### src/rtl/alu_pkg.sv
// Shared opcode constants and FSM state encoding for the bit-serial ALU datapath.
package alu_pkg;

    localparam logic [2:0] OP_AND = 3'b000;
    localparam logic [2:0] OP_OR  = 3'b001;
    localparam logic [2:0] OP_ADD = 3'b010;
    localparam logic [2:0] OP_XOR = 3'b011;
    localparam logic [2:0] OP_SUB = 3'b110;

    typedef enum logic [1:0] {
        S_IDLE = 2'b00,
        S_RUN  = 2'b01,
        S_DONE = 2'b10
    } state_t;

endpackage

### src/rtl/alu_slice_1bit.sv
// One-bit ALU slice: op[2] inverts b, op[1:0] picks AND/OR/SUM/XOR; carry chain is always live.
module alu_slice_1bit
    import alu_pkg::*;
(
    input  logic       a,
    input  logic       b,
    input  logic       c,
    input  logic [2:0] op,
    output logic       r,
    output logic       cout
);

    logic bb;

    // NOTE: every output of a combinational block gets a default first so no latch is inferred.
    always_comb begin
        bb   = b ^ op[2];
        r    = 1'b0;
        cout = (a & bb) | ((a ^ bb) & c);
        case (op[1:0])
            OP_AND[1:0]: r = a & bb;
            OP_OR[1:0]:  r = a | bb;
            OP_ADD[1:0]: r = a ^ bb ^ c;
            default:     r = a ^ bb;
        endcase
    end

endmodule

### src/rtl/bit_serial_alu_ctrl.sv
// Runs a WIDTH-bit ALU op through one 1-bit slice, LSB first, with valid/ready on both sides.
module bit_serial_alu_ctrl
    import alu_pkg::*;
#(
    parameter int WIDTH = 32
) (
    input  logic             clk,
    input  logic             reset,
    input  logic             in_valid,
    output logic             in_ready,
    input  logic [WIDTH-1:0] in_a,
    input  logic [WIDTH-1:0] in_b,
    input  logic [2:0]       in_op,
    output logic             out_valid,
    input  logic             out_ready,
    output logic [WIDTH-1:0] out_result,
    output logic             out_zero,
    output logic             out_cout,
    output logic             out_ovf
);

    localparam int CW = $clog2(WIDTH);

    state_t           state;
    logic [WIDTH-1:0] a_sh;
    logic [WIDTH-1:0] b_sh;
    logic [WIDTH-1:0] res;
    logic [WIDTH-1:0] res_next;
    logic [2:0]       op_q;
    logic [CW-1:0]    cnt;
    logic             carry;
    logic             slice_r;
    logic             slice_cout;
    logic             last_bit;

    alu_slice_1bit u_slice (
        .a    (a_sh[0]),
        .b    (b_sh[0]),
        .c    (carry),
        .op   (op_q),
        .r    (slice_r),
        .cout (slice_cout)
    );

    assign res_next   = {slice_r, res[WIDTH-1:1]};
    assign last_bit   = (cnt == CW'(WIDTH - 1));
    assign out_result = res;

    // NOTE: sequential state uses non-blocking assignments only; the shift registers are
    // ordinary flops cleared by reset because the cleared result is visible on out_result.
    always_ff @(posedge clk or posedge reset) begin
        if (reset) begin
            state     <= S_IDLE;
            in_ready  <= 1'b1;
            out_valid <= 1'b0;
            a_sh      <= '0;
            b_sh      <= '0;
            res       <= '0;
            op_q      <= '0;
            cnt       <= '0;
            carry     <= 1'b0;
            out_zero  <= 1'b0;
            out_cout  <= 1'b0;
            out_ovf   <= 1'b0;
        end else begin
            case (state)
                S_IDLE: begin
                    if (in_valid) begin
                        a_sh     <= in_a;
                        b_sh     <= in_b;
                        op_q     <= in_op;
                        cnt      <= '0;
                        carry    <= in_op[2];
                        in_ready <= 1'b0;
                        state    <= S_RUN;
                    end
                end
                S_RUN: begin
                    a_sh  <= a_sh >> 1;
                    b_sh  <= b_sh >> 1;
                    res   <= res_next;
                    carry <= slice_cout;
                    if (last_bit) begin
                        // carry still holds the carry into the MSB at this point
                        out_zero  <= (res_next == '0);
                        out_cout  <= slice_cout;
                        out_ovf   <= carry ^ slice_cout;
                        out_valid <= 1'b1;
                        state     <= S_DONE;
                    end else begin
                        cnt <= cnt + 1'b1;
                    end
                end
                S_DONE: begin
                    if (out_ready) begin
                        out_valid <= 1'b0;
                        in_ready  <= 1'b1;
                        state     <= S_IDLE;
                    end
                end
                default: state <= S_IDLE;
            endcase
        end
    end

endmodule

### config.mk
export PLATFORM = sky130hd
export DESIGN_NAME = bit_serial_alu_ctrl
export DESIGN_NICKNAME = d
export VERILOG_FILES = /design/src/rtl/alu_pkg.sv /design/src/rtl/alu_slice_1bit.sv /design/src/rtl/bit_serial_alu_ctrl.sv
export SDC_FILE = /design/constraint.sdc
export NUM_CORES = 1
export LEC_CHECK = 0
export BUFFER_PORTS_ARGS = -buffer_cell sky130_fd_sc_hd__buf_2
export CORE_UTILIZATION = 45
export CTS_CLUSTER_DIAMETER = 40
export DETAILED_ROUTE_END_ITERATION = 16
export GPL_TIMING_DRIVEN = 1
export PLACE_DENSITY = 0.73
export SLEW_MARGIN = 25
export SYNTH_ARGS = -nofsm -noshare
export SYNTH_HDL_FRONTEND = slang
export SYNTH_SLANG_ARGS = --single-unit
### constraint.sdc
create_clock -name clk -period 3.08 [get_ports clk]
set_clock_uncertainty 0.1 [all_clocks]
set_input_delay 0 -clock clk [delete_from_list [all_inputs] [get_ports clk]]
set_output_delay 0 -clock clk [all_outputs]
set_load 0.005 [all_outputs]
==> results_dict.tcl <==
set metrics [dict create \
    outcome "finished, final reports clean" \
    cts_max_level 3 \
    critical_path_class "register to register" \
    yosys_warnings 0 \
    synthTopCellsByArea "dfrtp_1 56%, mux2i_1 13%, mux2_2 8.4%" \
    fmax_mhz 450 \
    tritoncts "built" \
    antenna_found_initial 0 \
    num_vias 3608 \
    reg2reg_slack_ps 860 \
    die_h_um 107 \
    gp_congestion 0.728 \
    drv_slew 0 \
    yosysTopAreaCell "dfrtp_1" \
    drtIter0Drc 126 \
    synth_top_area_frac 0.559 \
    hp-class "primary input to async pin" \
    grt_max_degree 81 \
    insertion_delay_ps 370 \
    syn-cell-area_sq_um 4970 \
    hold_viol_final 0 \
    cts.sinks 112 \
    grt-ovfl-total 0 \
    antenna_cells 0 \
    io_buffers 107 \
    fin_crit_sh 0.721 \
    syn_to_final_growth_pct 30.2 \
    avgSynthCellArea_sq_um 11.9 \
    ys_seq_area_frac 0.564 \
    grt_pass1_vias 3718 \
    tightest_slew_ps 806 \
    io_pins 108 \
    synth_most_common_cell "dfrtp_1" \
    drive_above_1_share 0.294 \
    clk_pin_slew_worst_paths_ps 110 \
    ys_ff_latch 112 \
    fin_util 0.600 \
    core_region_area_sq_um 10800 \
    cp-end-kind "register" \
    synth_fp_nets 494 \
    wire_per_inst_um 13.9 \
    cts_resized 0 \
    ir_worst_vdd_uv 525 \
    start_kind "register" \
    worstPathRequired_ps 3290 \
    fin_crit_ps 2220 \
    ant_nets 0 \
    initial_core_util 0.461 \
    synth_edf_count 0 \
    grt_usage 0.192 \
    synth_cell_types 33 \
    die-area_sq_um 11500 \
    row_count 38 \
    max-cap-violations 0 \
    cp.arrival_ps 2430 \
    relSlewSlack 0.462 \
    rsz0062_at_grt "no" \
    clock_path_buffers 2 \
    crit_path_max_fanout 3 \
    synth_common_cells "111 x dfrtp_1, 66 x nand2_1, 63 x mux2i_1, 43 x o21ai_0, 37 x mux2_2" \
    cts-root-buf "clkbuf_8" \
    syn_inst 418 \
    drc 0 \
    via_per_inst 4.93 \
    finalSetupTns_ps 0 \
    ys.flop_type "dfrtp_1" \
    leakagePower_nw 3.26 \
    drtPass1Iterations 4 \
    die_w_um 107 \
    cts_buffers 9 \
    postCtsSetupRepairBufs 0 \
    p_per_area_nw_per_um2 871 \
    hpwl_um 6470 \
    grt_pass1_wl_um 17200 \
    synthArstFlopShare 1.00 \
    totalWireLength_um 10200 \
    finalNetCount 663 \
    setup_viol 0 \
]
-- what timing repair did --
action / 4_1_cts / 5_1_grt
hold buffers: 70 / 0
endpoints found under the hold margin: 133 / 0
setup endpoints to repair: 0 / 0
-- sequential cells by signal, summed over array words and instances, names as in the netlist, 2 cells and up --
register and count:
state 2, cnt 5, out_result 32, b_sh 32, op_q 3, a_sh 32
-- report_power, final --
group	total [mW]	switching (mW)	internal [mW]
combinational	2.18	1.00	1.17
clock	0.813	0.476	0.336
sequential	2.65	0.478	2.17
-- critical path, cell delays in order (launching register included) --
cell,delay (ps)
dfrtp_1,410
xor2_1,310
fa_1,470
mux4_2,480
nor4_1,300
a21o_1,110
-- cell usage in the layout (no fill, tap or decap), drive strengths merged, types with 3 or more instances in the layout --
cell type    synthesis  layout
buf                 19     113
dfrtp              111     111
dlygate4sd3          0      70
nand2               67      67
o21ai               65      65
mux2i               63      63
mux2                37      37
clkbuf               6      11
nor4                 8       8
inv                  7       7
nor2                 6       6
a22o                 4       4
a21oi                4       4
ha                   4       4
clkinv               0       4
xor2                 3       3
nand4                3       3
-- through the flow --
step	worst slack, ps	hold WS, ps	cell area (sq um)	power [mW]	instances
2_1_floorplan	22.6	-13.7	4970	4.22	418
3_3_place_gp	936	112	5590	4.66	646
3_5_place_dp	872	121	5590	4.81	646
4_1_cts	857	256	6470	5.70	732
5_1_grt	757	300	6470	6.09	732
6_report	859	256	6470	5.64	732
-- logic make-up after synthesis --
group | count (synthesis) | synth area share
compound gates | 75 | 0.0795
xor+xnor | 4 | 0.00705
fa+ha+maj | 5 | 0.0141
buf+inv | 32 | 0.0420
flops | 112 | 0.564
mux | 101 | 0.215
simple gates | 89 | 0.0783
-- final cells by class --
cell class	count	area (sq um)
Sequential cell	112	2800
Clock inverter	5	31.3
Tap cell	140	175
Timing Repair Buffer	183	1310
Multi-Input combinational cell	274	1980
Fill cell	883	4320
Inverter	7	28.8
Clock buffer	11	151
-- metal layers --
layer | GRT usage | routed length [um]
met4 | 0.0675 | 140
met2 | 0.331 | 5180
met1 | 0.243 | 4550
met3 | 0.0316 | 346
met5 | 0 | 0
-- worst paths after layout --
path / start / to / cells after the start
max: b_sh[0] / out_zero / 5
min: reset / b_sh[22] / 3
max reg2reg: b_sh[0] / out_zero / 5
min reg2reg: out_zero / out_zero / 1
max in group asynchronous: reset / a_sh[31] / 4
min in group clk: out_ready / state[1] / 3
Note: power is estimated with default switching activity, not from simulation.
